File: src/rtl/add8_share_pkg.sv
// Shared defaults and state encoding for the add8 sharing arbiter.
package add8_share_pkg;

   localparam int NREQ_DEF = 4;
   localparam int W_DEF    = 8;
   localparam int CW_DEF   = 16;

   typedef enum logic [0:0] {
      EMPTY = 1'b0,
      FULL  = 1'b1
   } state_e;

endpackage : add8_share_pkg

File: src/rtl/add8_share_arbiter_core.sv
// Combinational W-bit adder; replace the body with an approximate netlist as needed.
module add8_core
   import add8_share_pkg::*;
#(
   parameter int W = W_DEF
) (
   input  logic [W-1:0] a_i,
   input  logic [W-1:0] b_i,
   output logic [W:0]   sum_o
);

   assign sum_o = {1'b0, a_i} + {1'b0, b_i};

endmodule : add8_core

File: src/rtl/add8_share_arbiter.sv
// Round-robin arbiter sharing one add8_core among NREQ requesters, with a
// single-entry result register that sustains one result per cycle.
module add8_share_arbiter
   import add8_share_pkg::*;
#(
   parameter int NREQ = NREQ_DEF,
   parameter int W    = W_DEF,
   parameter int CW   = CW_DEF
) (
   input  logic                     clk,
   input  logic                     rst_n,
   input  logic [NREQ-1:0]          req_valid,
   input  logic [NREQ*W-1:0]        req_a,
   input  logic [NREQ*W-1:0]        req_b,
   output logic [NREQ-1:0]          req_ready,
   output logic                     res_valid,
   output logic [W:0]               res_sum,
   output logic [$clog2(NREQ)-1:0]  res_id,
   input  logic                     res_ready,
   output logic [CW-1:0]            op_count
);

   localparam int IDW = $clog2(NREQ);

   state_e           state_q, state_d;
   logic [IDW-1:0]   rr_ptr_q, rr_ptr_d;
   logic [W:0]       res_sum_q, res_sum_d;
   logic [IDW-1:0]   res_id_q, res_id_d;
   logic [CW-1:0]    op_count_q, op_count_d;

   logic             can_accept_s;
   logic             found_s;
   logic             xfer_s;
   logic [IDW-1:0]   gidx_s;
   logic [IDW:0]     cand_s;
   logic [NREQ-1:0]  grant_s;
   logic [W-1:0]     op_a_s;
   logic [W-1:0]     op_b_s;
   logic [W:0]       core_sum_s;

   // Search upward from rr_ptr for the first valid requester, wrapping at NREQ.
   always_comb begin
      found_s = 1'b0;
      gidx_s  = '0;
      cand_s  = '0;
      for (int k = 0; k < NREQ; k++) begin
         cand_s = {1'b0, rr_ptr_q} + (IDW+1)'(k);
         if (cand_s >= (IDW+1)'(NREQ)) begin
            cand_s = cand_s - (IDW+1)'(NREQ);
         end else begin
            cand_s = cand_s;
         end
         if (!found_s && req_valid[cand_s[IDW-1:0]]) begin
            found_s = 1'b1;
            gidx_s  = cand_s[IDW-1:0];
         end else begin
            found_s = found_s;
         end
      end
   end

   assign can_accept_s = (state_q == EMPTY) || res_ready;

   // Grant is suppressed during reset so nothing can transfer while rst_n is low.
   always_comb begin
      grant_s = '0;
      if (rst_n && can_accept_s && found_s) begin
         grant_s[gidx_s] = 1'b1;
      end else begin
         grant_s = '0;
      end
   end

   assign req_ready = grant_s;
   assign xfer_s    = |grant_s;

   assign op_a_s = req_a[int'(gidx_s)*W +: W];
   assign op_b_s = req_b[int'(gidx_s)*W +: W];

   add8_core #(.W(W)) u_core (
      .a_i   (op_a_s),
      .b_i   (op_b_s),
      .sum_o (core_sum_s)
   );

   // Next-state: a transfer always refills the result register, else a consumed result empties it.
   always_comb begin
      state_d    = state_q;
      rr_ptr_d   = rr_ptr_q;
      res_sum_d  = res_sum_q;
      res_id_d   = res_id_q;
      op_count_d = op_count_q;
      if (xfer_s) begin
         state_d   = FULL;
         rr_ptr_d  = (gidx_s == IDW'(NREQ-1)) ? '0 : gidx_s + IDW'(1);
         res_sum_d = core_sum_s;
         res_id_d  = gidx_s;
         if (op_count_q != {CW{1'b1}}) begin
            op_count_d = op_count_q + CW'(1);
         end else begin
            op_count_d = op_count_q;
         end
      end else if (res_ready) begin
         state_d = EMPTY;
      end else begin
         state_d = state_q;
      end
   end

   // State registers with synchronous active-low reset.
   always_ff @(posedge clk) begin
      if (!rst_n) begin
         state_q    <= EMPTY;
         rr_ptr_q   <= '0;
         res_sum_q  <= '0;
         res_id_q   <= '0;
         op_count_q <= '0;
      end else begin
         state_q    <= state_d;
         rr_ptr_q   <= rr_ptr_d;
         res_sum_q  <= res_sum_d;
         res_id_q   <= res_id_d;
         op_count_q <= op_count_d;
      end
   end

   assign res_valid = (state_q == FULL);
   assign res_sum   = res_sum_q;
   assign res_id    = res_id_q;
   assign op_count  = op_count_q;

endmodule : add8_share_arbiter

File: config.mk
export PLATFORM = sky130hd
export DESIGN_NAME = add8_share_arbiter
export DESIGN_NICKNAME = d
export VERILOG_FILES = /design/src/rtl/add8_share_pkg.sv /design/src/rtl/add8_share_arbiter_core.sv /design/src/rtl/add8_share_arbiter.sv
export SDC_FILE = /design/constraint.sdc
export NUM_CORES = 1
export LEC_CHECK = 0
export ABC_AREA = 1
export BUFFER_PORTS_ARGS = -buffer_cell sky130_fd_sc_hd__buf_2
export CAP_MARGIN = 10
export CORE_MARGIN = 4
export CORE_UTILIZATION = 45
export CTS_BUF_LIST = sky130_fd_sc_hd__clkbuf_16
export CTS_CLUSTER_DIAMETER = 200
export DETAILED_ROUTE_END_ITERATION = 6
export PLACE_DENSITY = 0.81
export SETUP_SLACK_MARGIN = 0.3
export SYNTH_ARGS = -nofsm -noshare
export SYNTH_HDL_FRONTEND = slang
export SYNTH_SLANG_ARGS = --single-unit
File: constraint.sdc
create_clock -name clk -period 4.05 [get_ports clk]
set_input_delay 0.6075 -clock clk [delete_from_list [all_inputs] [get_ports clk]]
set_output_delay 0.6075 -clock clk [all_outputs]
set_load 0.02 [all_outputs]
==> impl_results.md, run 1 <==
* Post-Synth XOR/XNOR Area at slightly below 2%
* Slew Limit Fails at 0
* Post-synthesis compound-gate area fraction at between 10% and 20%
* Detail Route Antenna Nets at 0
* Most numerous cell in the Yosys netlist: nand2_1
* Largest cells by area after synthesis: dfxtp_1 22%, nand2_1 17%, inv_1 9.0%, nand3_1 8.3%, nor2_1 7.7%
* Critical path class: reg2reg
* Die area at roughly 7300 um2
* CTS tree: done
* Cell Area, Synth at 2720 um2
* Dpl hpwl at roughly 5400 um
* Worst-case clock buffer depth at 2
* Worst Hold Class: reg2reg
* Commonest cells post-synth: 122 x nand2_1, 65 x inv_1, 56 x nor2_1
* Post-CTS Setup Bufs at 0
* Final instance area at roughly 3400 um2
* CP Max Fanout at 27
* Post-synth top area share at 22.1%
* Post-synthesis simple-gate area fraction at 40.5%
* Number of core rows at 28
* Total wire length at around 6900 um
* Die Y-Extent at approximately 86 um
* Layout Nets at between 600 and 700
* Initial antenna violation count at 0
* Synth area leader: dfxtp_1
* Critical-path top delay cell: dfxtp_1
* Worst hold stages at 2
* Startpoint Class: register
* CTS hold repair buffers at 0
* CTS Buf Count at 5
* Reg2Reg Depth at 22
* Maximum VDD drop at between 0.6 and 0.7 mV
* Worst-margin pin slew at approximately 0.50 ns
* Period minus WS final at around 3.4 ns
* Pwr Density at 897 nW/um2
* Syn Nets at ~540
* Die width at 85.7 um
* Starting Density at approximately 46%
* DP Area at ~3200 um2
* Most common cell on crit path: nand2_1
* Fin. Hold Viols at 0
* Ratio of cells with drive above 1 in the final layout at a little under a quarter
* IO buf count at approximately 100
* DR vias/cell at between 4 and 5
* Fmax achieved at 296 MHz
* Gr ovfl total at 0
* EDFF count, synth at 0
* GRT Util Overall at 18.6%
* Iter 0 DRT Violations at between 70 and 80
* Clock skew at ~0.0037 ns
* Relative slew slack at roughly two thirds
* Synthesized area per cell at 5.95 um2
* Seq/Total Area, Yosys at about 22%
* Filler cells at between 500 and 600
* Final period utilization at a little over four fifths
* Final setup vio count at 0
* Global-route wire length before repair at 11500 um
* RSZ-0062 raised after global routing: false
* CTS root buf: clkbuf_16
* Largest net degree at the start of global routing at between 40 and 50
* #FFs+latches synth at 30
* Synth Warn # at 0
* Antenna Cells at 0
* Drt drc at 0
* Leakage power at approximately 0.0019 uW
* Main combinational cell family by area after synthesis: simple AND/OR/NAND/NOR gates
* Status: complete, no violations
* Via count at 3048
* Post-synth ARST share at 0%
* Primary FF master, synth: dfxtp_1
* Setup_tns at 0 ns
* Cells after Synth at between 400 and 500
* Arr. time, crit path at between 3 and 4 ns
* Top-Level Pins at between 100 and 150
* Mux contribution to synthesized area at 0%
* # H-tree levels at 2
* Clock sink total at 30
* WP data required at about 4.3 ns
* Gpl congestion at about 0.82
* Worst-path clk slew at 0.05 ns
* Clk_lat worst skew at about 0.27 ns
* Area grow syn2layout at 24.1%
* Synth Area in Adders at under 10%
* Critical Path, Cell by Cell: inv_2 -> nand2_1 -> nand2_1 -> nand2_1 -> nand2_1 -> nor2_4 -> nand3_1 -> nand2_1 -> nand2_4 -> or2_1 -> nand3_1 -> nand2_1 -> ha_1 -> fa_1 -> nand3_1 -> nand3_1 -> inv_1 -> o21ai_0 -> a21oi_1 -> xnor2_1 -> nor2_1 -> nor2_1
* Vias in the first global route at approximately 2800
* Max Cap Viol at 0
* Max incr delay on CP at about 0.48 ns
* Crit path capture type: register
* Core area at approximately 5900 um2
* Routed WL per cell at about 11 um
* Yosys cell types at 30
* First-pass detailed-route iteration total at 4
## per-layer routing
layer,vias up,wire length [um],track usage [%]
met3,8,431,4.42
met5,-,0,0
met1,1328,2940,22.2
met2,80,3420,33.1
li1,1632,-,-
met4,0,75,5.61
## cell families after synthesis
logic type | after synthesis
flops | 30
xor+xnor | 6
simple gates | 255
compound gates | 64
buf+inv | 87
fa+ha+maj | 14
## worst max-delay path: cells and delay by family (launching register included)
family                   cells  cell delay, ns
AND/OR/NAND/NOR             15            1.62
AO/OA/AOI/OAI                2            0.26
XOR/XNOR                     1            0.14
buffers and inverters        2            0.20
adder cells (fa/ha/maj)      2            0.62
flip-flops                   1            0.48
## power breakdown
group	total (uW)	switching (uW)	internal, uW
combinational	2280	1440	840
clock	342	121	221
sequential	405	47.2	358
## state kept, by name (all words and copies together), names as in the netlist
signal,count
op_count,16
res_id,2
res_sum,9
res_valid,1
rr_ptr_q,2
## cell usage in the layout, fill, tap and decap left out, drive strengths merged
cell type,count
o21a,1
xnor2,1
o41ai,1
xor2,5
or2,15
nand4,6
ha,13
clkbuf,5
nor3b,1
inv,69
dfxtp,30
buf,104
nand2,127
nand3,46
clkinv,3
a21oi,24
o21ai,21
nor2,57
fa,1
o211ai,17
nor3,3
## per-stage QoR
| step | power, uW | worst slack [ns] | utilization [%] | hold WS (ns) | instances |
|---|---|---|---|---|---|
| global placement | 2620 | 0.527 | 54.7 | 0.462 | 617 |
| global route | 3370 | 0.310 | 57.3 | 0.523 | 625 |
| floorplan | 2310 | 0.908 | - | 0.558 | 456 |
| detailed placement | 2660 | 0.405 | 54.7 | 0.489 | 617 |
| CTS | 3020 | 0.402 | 57.1 | 0.499 | 625 |
| finish | 3020 | 0.672 | 57.3 | 0.500 | 625 |
## layout make-up
class | instances | area, um2 | area share (%)
multi-input combinational | 339 | 1740 | 51.6
sequential | 30 | 602 | 17.9
timing repair buffer | 104 | 538 | 16.0
inverter | 69 | 260 | 7.72
clock buffer | 5 | 125 | 3.71
tap | 75 | 93.8 | 2.78
clock inverter | 3 | 12.5 | 0.371
## path summary, 6_finish.rpt
| check | startpoint | endpoint | slack, ns |
|---|---|---|---|
| setup / recovery | rr_ptr_q[1]$_SDFFE_PN0P_ | res_sum[6]$_SDFFE_PN0P_ | 0.67 |
| hold / removal | res_id[0]$_SDFFE_PN0P_ | res_id[0]$_SDFFE_PN0P_ | 0.50 |
| setup reg to reg | rr_ptr_q[1]$_SDFFE_PN0P_ | res_sum[6]$_SDFFE_PN0P_ | 0.67 |
| hold reg to reg | res_id[0]$_SDFFE_PN0P_ | res_id[0]$_SDFFE_PN0P_ | 0.50 |
## what timing repair did
action,in CTS,in global routing
hold endpoints to repair,0,0
resized for setup,0,3
setup endpoints to repair,0,23
No activity file was read; power rests on OpenSTA's default activity.
==> inputs of run 2 (changes only) <==
Settings changed: PLACE_DENSITY 0.81 to 0.84.
Clock period 4.05 ns to 2.75 ns, I/O delays scaled along.
==> impl_results.md, run 2 (synthesis results as in run 1) <==
* Relative slew slack at 74.1% (was 66.6%)
* Fin cells at 676 (was 625)
* Gr ovfl total at 0 (unchanged)
* Antenna Cells at 0 (unchanged)
* # H-tree levels at 2 (unchanged)
* Critical-path top delay cell: dfxtp_4 (was dfxtp_1)
* Fmax achieved at 330 MHz (was 296 MHz)
* CTS root buf: clkbuf_16 (unchanged)
* Most common cell after layout, fill and taps aside: nand2_1 (unchanged)
* Worst-case clock buffer depth at 2 (unchanged)
* RSZ-0062 raised after global routing: true (was false)
* Number of core rows at 28 (unchanged)
* Dpl hpwl at 6040 um (was 5360 um)
* Core area at 5890 um2 (unchanged)
* Area grow syn2layout at 50.0% (was 24.1%)
* Commonest cells after routing, fill and taps aside: 106 x nand2_1, 100 x buf_2, 63 x inv_1, 53 x nor2_1, 41 x buf_4 (was 121 x nand2_1, 102 x buf_2, 66 x inv_1, 56 x nor2_1, 45 x nand3_1)
* Critical Path, Cell by Cell: inv_4 -> nand2_1 -> nand2_2 -> nand2_2 -> nand2_2 -> nor2_4 -> nand3_2 -> nand2_2 -> nand2_4 -> buf_6 -> o211ai_1 -> nand2_1 -> ha_2 -> fa_2 -> nand3_2 -> nand3_2 -> buf_4 -> buf_6 -> xor2_1 -> nor2_1 -> nor2_1 (was inv_2 -> nand2_1 -> nand2_1 -> nand2_1 -> nand2_1 -> nor2_4 -> nand3_1 -> nand2_1 -> nand2_4 -> or2_1 -> nand3_1 -> nand2_1 -> ha_1 -> fa_1 -> nand3_1 -> nand3_1 -> inv_1 -> o21ai_0 -> a21oi_1 -> xnor2_1 -> nor2_1 -> nor2_1)
* Top-Level Pins at 103 (unchanged)
* Max reg flops at 16 (unchanged)
* Vias in the first global route at 3249 (was 2779)
* Iter 0 DRT Violations at 133 (was 79)
* CTS tree: done (unchanged)
* Status: finished, violations left (was complete, no violations)
* DP Cell Count at 651 (was 617)
* Arr. time, crit path at 3.19 ns (was 3.59 ns)
* Clock sink total at 30 (unchanged)
* Final Core Density at 69.2% (was 57.3%)
* Layout Nets at 685 (was 634)
* Leakage power at 0.00218 uW (was 0.00190 uW)
* Pwr Density at 1660 nW/um2 (was 897 nW/um2)
* Final setup vio count at 34 (was 0)
* DR vias/cell at 5.10 (was 4.88)
* Drt drc at 0 (unchanged)
* Worst hold stages at 3 (was 2)
* Detail Route Antenna Nets at 0 (unchanged)
* Routed WL per cell at 13.0 um (was 11.0 um)
* Via count at 3445 (was 3048)
* Starting Density at 46.1% (unchanged)
* Worst-path clk slew at 0.05 ns (about the same)
* Fin. Hold Viols at 0 (unchanged)
* Global-route wire length before repair at 13700 um (was 11500 um)
* Die Y-Extent at 85.7 um (unchanged)
* Clk_lat worst skew at 0.27 ns (about the same)
* WP data required at 2.91 ns (was 4.26 ns)
* Max incr delay on CP at 0.41 ns (was 0.48 ns)
* Final worst-path setup slack at -0.278 ns (was 0.672 ns)
* Startpoint Class: register (unchanged)
* Post-Place Worst Slack at -0.296 ns (was 0.405 ns)
* Max Cap Viol at 0 (unchanged)
* First-pass detailed-route iteration total at 4 (unchanged)
* Gpl congestion at 0.865 (was 0.816)
* Initial antenna violation count at 0 (unchanged)
* Die area at 7340 um2 (unchanged)
* Most common cell on crit path: nand2_2 (was nand2_1)
* CTS Buf Count at 5 (unchanged)
* Reg2Reg Depth at 21 (was 22)
* Crit path capture type: register (unchanged)
* Worst Hold Class: in2reg (was reg2reg)
* Final period utilization at 110% (was 83.4%)
* Clock skew at 0.00385 ns (was 0.00371 ns)
* Die width at 85.7 um (unchanged)
* Failing checks: setup timing
* Largest net degree at the start of global routing at 30 (was 42)
* IO buf count at 102 (unchanged)
* Maximum VDD drop at 1.29 mV (was 0.628 mV)
* GRT Util Overall at 22.3% (was 18.6%)
* Slew Limit Fails at 0 (unchanged)
* CP Max Fanout at 8 (was 27)
* Ratio of cells with drive above 1 in the final layout at 38.1% (was 23.5%)
* Total wire length at 8820 um (was 6870 um)
* Worst-margin pin slew at 0.388 ns (was 0.500 ns)
* Period minus WS final at 3.03 ns (was 3.38 ns)
* Critical path class: reg2reg (unchanged)
-- run 2: cell types whose count changed in the layout (fill, tap and decap cells not counted), sizes merged --
| cell | previous run | this run |
|---|---|---|
| buf | 104 | 155 |
| clkinv | 3 | 4 |
| inv | 69 | 68 |
-- run 2: final timing paths --
kind	start	endpoint	slack, ns
max	rr_ptr_q[0]$_SDFFE_PN0P_	res_sum[4]$_SDFFE_PN0P_	-0.28
min	rst_n	rr_ptr_q[0]$_SDFFE_PN0P_	0.41
max reg2reg	rr_ptr_q[0]$_SDFFE_PN0P_	res_sum[4]$_SDFFE_PN0P_	-0.28
min reg2reg	res_id[1]$_SDFFE_PN0P_	res_id[1]$_SDFFE_PN0P_	0.50
-- run 2: report_power, final --
| group | total, uW | switching (uW) | internal (uW) |
|---|---|---|---|
| registers | 608 | 76.9 | 531 |
| logic | 5640 | 2970 | 2670 |
| clock network | 501 | 176 | 324 |
| total | 6750 | 3220 | 3530 |
-- run 2: worst max-delay path, delay by kind of cell (launching register included) --
kind | cells | cell delay (ns)
compound gates | 1 | 0.16
xor+xnor | 1 | 0.13
fa+ha+maj | 2 | 0.55
buf+inv | 4 | 0.46
flops | 1 | 0.41
simple gates | 13 | 1.19
-- run 2: metrics by stage --
stage               power (uW)  hold slack [ns]  cell area (um2)  setup TNS [ns]
finish                    6750            0.405             4070           -3.98
global route              7310            0.422             4070           -9.91
CTS                       5980            0.398             3890          -0.322
detailed placement        4940            0.474             3530           -1.76
global placement          4800            0.471             3530          -0.909
floorplan                 3560            0.537             2760         -0.0988
-- run 2: final cells by class --
cell class                      instances  area [um2]
Clock buffer                            5         125
Clock inverter                          3        11.3
Fill cell                             508        1810
Inverter                               69         274
Multi-Input combinational cell        339        1970
Sequential cell                        30         608
Tap cell                               75        93.8
Timing Repair Buffer                  155         991
-- run 2: layer usage --
layer / share of wire (%) / GRT usage (%) / vias up / wire [um]
met4: 3.0 / 7.48 / 0 / 261
li1: - / - / 1740 / -
met2: 52 / 41.5 / 127 / 4600
met1: 39 / 24.7 / 1547 / 3460
met3: 5.6 / 5.28 / 31 / 498
met5: 0 / 0 / - / 0
-- run 2: repair_timing --
item,in CTS,in global routing
cloned,1,0
hold buffers,0,0
buffers inserted,6,10
pin swaps,21,6
setup endpoints to repair,34,34
gates resized for setup,48,28
==> inputs of run 3 (changes only) <==
Settings changed: PLACE_DENSITY 0.84 to 0.81.
Clock period 2.75 ns to 3.3 ns, I/O delays scaled along.
==> impl_results.md, run 3 (synthesis results as in run 1) <==
* Number of core rows at 28 (unchanged)
* CTS hold repair buffers at 0 (unchanged)
* Dpl hpwl at 5620 um (was 6040 um)
* WP data required at 3.46 ns (was 2.91 ns)
* Arr. time, crit path at 3.21 ns (was 3.19 ns)
* Worst-margin pin slew at 0.500 ns (was 0.388 ns)
* Starting Density at 46.1% (unchanged)
* Pwr Total at 4850 uW (was 6750 uW)
* Filler cells at 529 (was 508)
* Startpoint Class: register (unchanged)
* Die area at 7340 um2 (unchanged)
* Ratio of cells with drive above 1 in the final layout at 34.6% (was 38.1%)
* IO buf count at 102 (unchanged)
* Hold path startpoint: res_id[0]$_SDFFE_PN0P_ (was rst_n)
* Clock skew at 0.00604 ns (was 0.00385 ns)
* Routed WL per cell at 12.3 um (was 13.0 um)
* Final setup vio count at 0 (was 34)
* Worst Setup SP: rr_ptr_q[0]$_SDFFE_PN0P_ (unchanged)
* Total wire length at 8120 um (was 8820 um)
* # H-tree levels at 2 (unchanged)
* DP Area at 3300 um2 (was 3530 um2)
* Max Cap Viol at 0 (unchanged)
* Worst-case clock buffer depth at 2 (unchanged)
* Initial antenna violation count at 0 (unchanged)
* Detail Route Antenna Nets at 0 (unchanged)
* Worst Hold Class: reg2reg (was in2reg)
* Gpl congestion at 0.832 (was 0.865)
* Layout Nets at 667 (was 685)
* Fin. Hold Viols at 0 (unchanged)
* Via count at 3359 (was 3445)
* Clock sink total at 30 (unchanged)
* Largest net degree at the start of global routing at 31 (was 30)
* Hold slack at 0.484 ns (was 0.405 ns)
* Period minus WS final at 3.04 ns (was 3.03 ns)
* Max reg flops at 16 (unchanged)
* DR vias/cell at 5.10 (about the same)
* Iter 0 DRT Violations at 177 (was 133)
* Most common cell after layout, fill and taps aside: nand2_1 (unchanged)
* CTS Buf Count at 5 (unchanged)
* Critical Path, Cell by Cell: buf_6 -> o21ai_0 -> o21ai_1 -> nand3_2 -> nand2_2 -> nand2_4 -> buf_4 -> buf_12 -> nand2_1 -> o211ai_1 -> nand2_1 -> ha_2 -> fa_2 -> nand3_2 -> nand3_2 -> buf_4 -> buf_6 -> xor2_1 -> nor2_1 -> nor2_1 (was inv_4 -> nand2_1 -> nand2_2 -> nand2_2 -> nand2_2 -> nor2_4 -> nand3_2 -> nand2_2 -> nand2_4 -> buf_6 -> o211ai_1 -> nand2_1 -> ha_2 -> fa_2 -> nand3_2 -> nand3_2 -> buf_4 -> buf_6 -> xor2_1 -> nor2_1 -> nor2_1)
* Reg area at 608 um2 (unchanged)
* Maximum VDD drop at 0.826 mV (was 1.29 mV)
* Worst-path clk slew at 0.05 ns (about the same)
* Top-Level Pins at 103 (unchanged)
* GRT Util Overall at 19.6% (was 22.3%)
* Final period utilization at 92.2% (was 110%)
* Critical path class: reg2reg (unchanged)
* Final instance area at 3860 um2 (was 4070 um2)
* Clk_lat worst skew at 0.27 ns (about the same)
* Vias in the first global route at 3034 (was 3249)
* Status: complete, no violations (was finished, violations left)
* Die Y-Extent at 85.7 um (unchanged)
* Global-route wire length before repair at 12200 um (was 13700 um)
* RSZ-0062 raised after global routing: true (unchanged)
* CTS root buf: clkbuf_16 (unchanged)
* Reg2Reg Launch Point: rr_ptr_q[0]$_SDFFE_PN0P_ (unchanged)
* CTS tree: done (unchanged)
* Critical-path top delay cell: dfxtp_4 (unchanged)
* Footprint of the multi-input gates at 1950 um2 (was 1970 um2)
* Area grow syn2layout at 42.3% (was 50.0%)
* CP Max Fanout at 25 (was 8)
* Leakage power at 0.00209 uW (was 0.00218 uW)
* Slew Limit Fails at 0 (unchanged)
* Pwr Density at 1260 nW/um2 (was 1660 nW/um2)
* First-pass detailed-route iteration total at 5 (was 4)
* Commonest cells after routing, fill and taps aside: 107 x nand2_1, 100 x buf_2, 62 x inv_1, 55 x nor2_1, 38 x nand3_1 (was 106 x nand2_1, 100 x buf_2, 63 x inv_1, 53 x nor2_1, 41 x buf_4)
* Die width at 85.7 um (unchanged)
* Reg2Reg Depth at 20 (was 21)
* Antenna Cells at 0 (unchanged)
* Max incr delay on CP at 0.38 ns (was 0.41 ns)
* Relative slew slack at 66.7% (was 74.1%)
* Most common cell on crit path: nand3_2 (was nand2_2)
* Crit path capture type: register (unchanged)
* Core area at 5890 um2 (unchanged)
* Gr ovfl total at 0 (unchanged)
* Fmax achieved at 329 MHz (was 330 MHz)
* Worst hold stages at 2 (was 3)
* Setup_tns at 0 ns (was -3.98 ns)
* Drt drc at 0 (unchanged)
run 3: cell types whose count changed in the layout (fill, tap and decap cells not counted), sizes merged:
cell / before / now
buf: 155 / 135
nand2: 127 / 129
run 3: through the flow:
step	worst slack (ns)	std cells	utilization [%]
finish	0.257	658	65.6
global route	0.0559	658	65.6
CTS	0.288	646	60.9
detailed placement	-0.105	625	56.0
global placement	0.0283	625	56.0
floorplan	0.311	456	-
run 3: worst max-delay path: cells and delay by family, from the launching register on:
family,cells,cell delay [ns]
adders and majority gates,2,0.54
DFF,1,0.38
and+or+nand+nor,9,0.72
buffers and inverters,5,0.64
xor gates and xnor gates,1,0.14
AOI/OAI and AO/OA,3,0.50
run 3: path summary, 6_finish.rpt:
| path | end | slack [ns] |
|---|---|---|
| setup / recovery | res_sum[4]$_SDFFE_PN0P_ | 0.26 |
| hold / removal | res_id[0]$_SDFFE_PN0P_ | 0.48 |
| setup reg to reg | res_sum[4]$_SDFFE_PN0P_ | 0.26 |
| hold reg to reg | res_id[0]$_SDFFE_PN0P_ | 0.48 |
run 3: layout make-up:
type                       instances  share of cell area, %
clock buffer                       5                   3.24
clock inverter                     3                  0.291
sequential                        30                   15.7
tap                               75                   2.43
inverter                          69                   7.12
timing repair buffer             135                   20.8
multi-input combinational        341                   50.4
run 3: layer usage:
layer	GRT usage (%)	wire (um)
met4	4.32	74
met2	36.2	4150
met3	3.75	562
met1	23.4	3340
met5	0	0
run 3: timing repair:
action                     CTS  global route
setup endpoints to repair   26            28
gates resized for setup     24            48
pin swaps                    9            38
cloned                       1             1
buffers inserted            12            11
run 3: report_power, final:
| part | switching, uW | total (uW) | leakage, uW | internal (uW) |
|---|---|---|---|---|
| clock | 144 | 414 | 0.0000663 | 270 |
| combinational | 2230 | 3940 | 0.00178 | 1700 |
| sequential | 60.8 | 503 | 0.000247 | 442 |
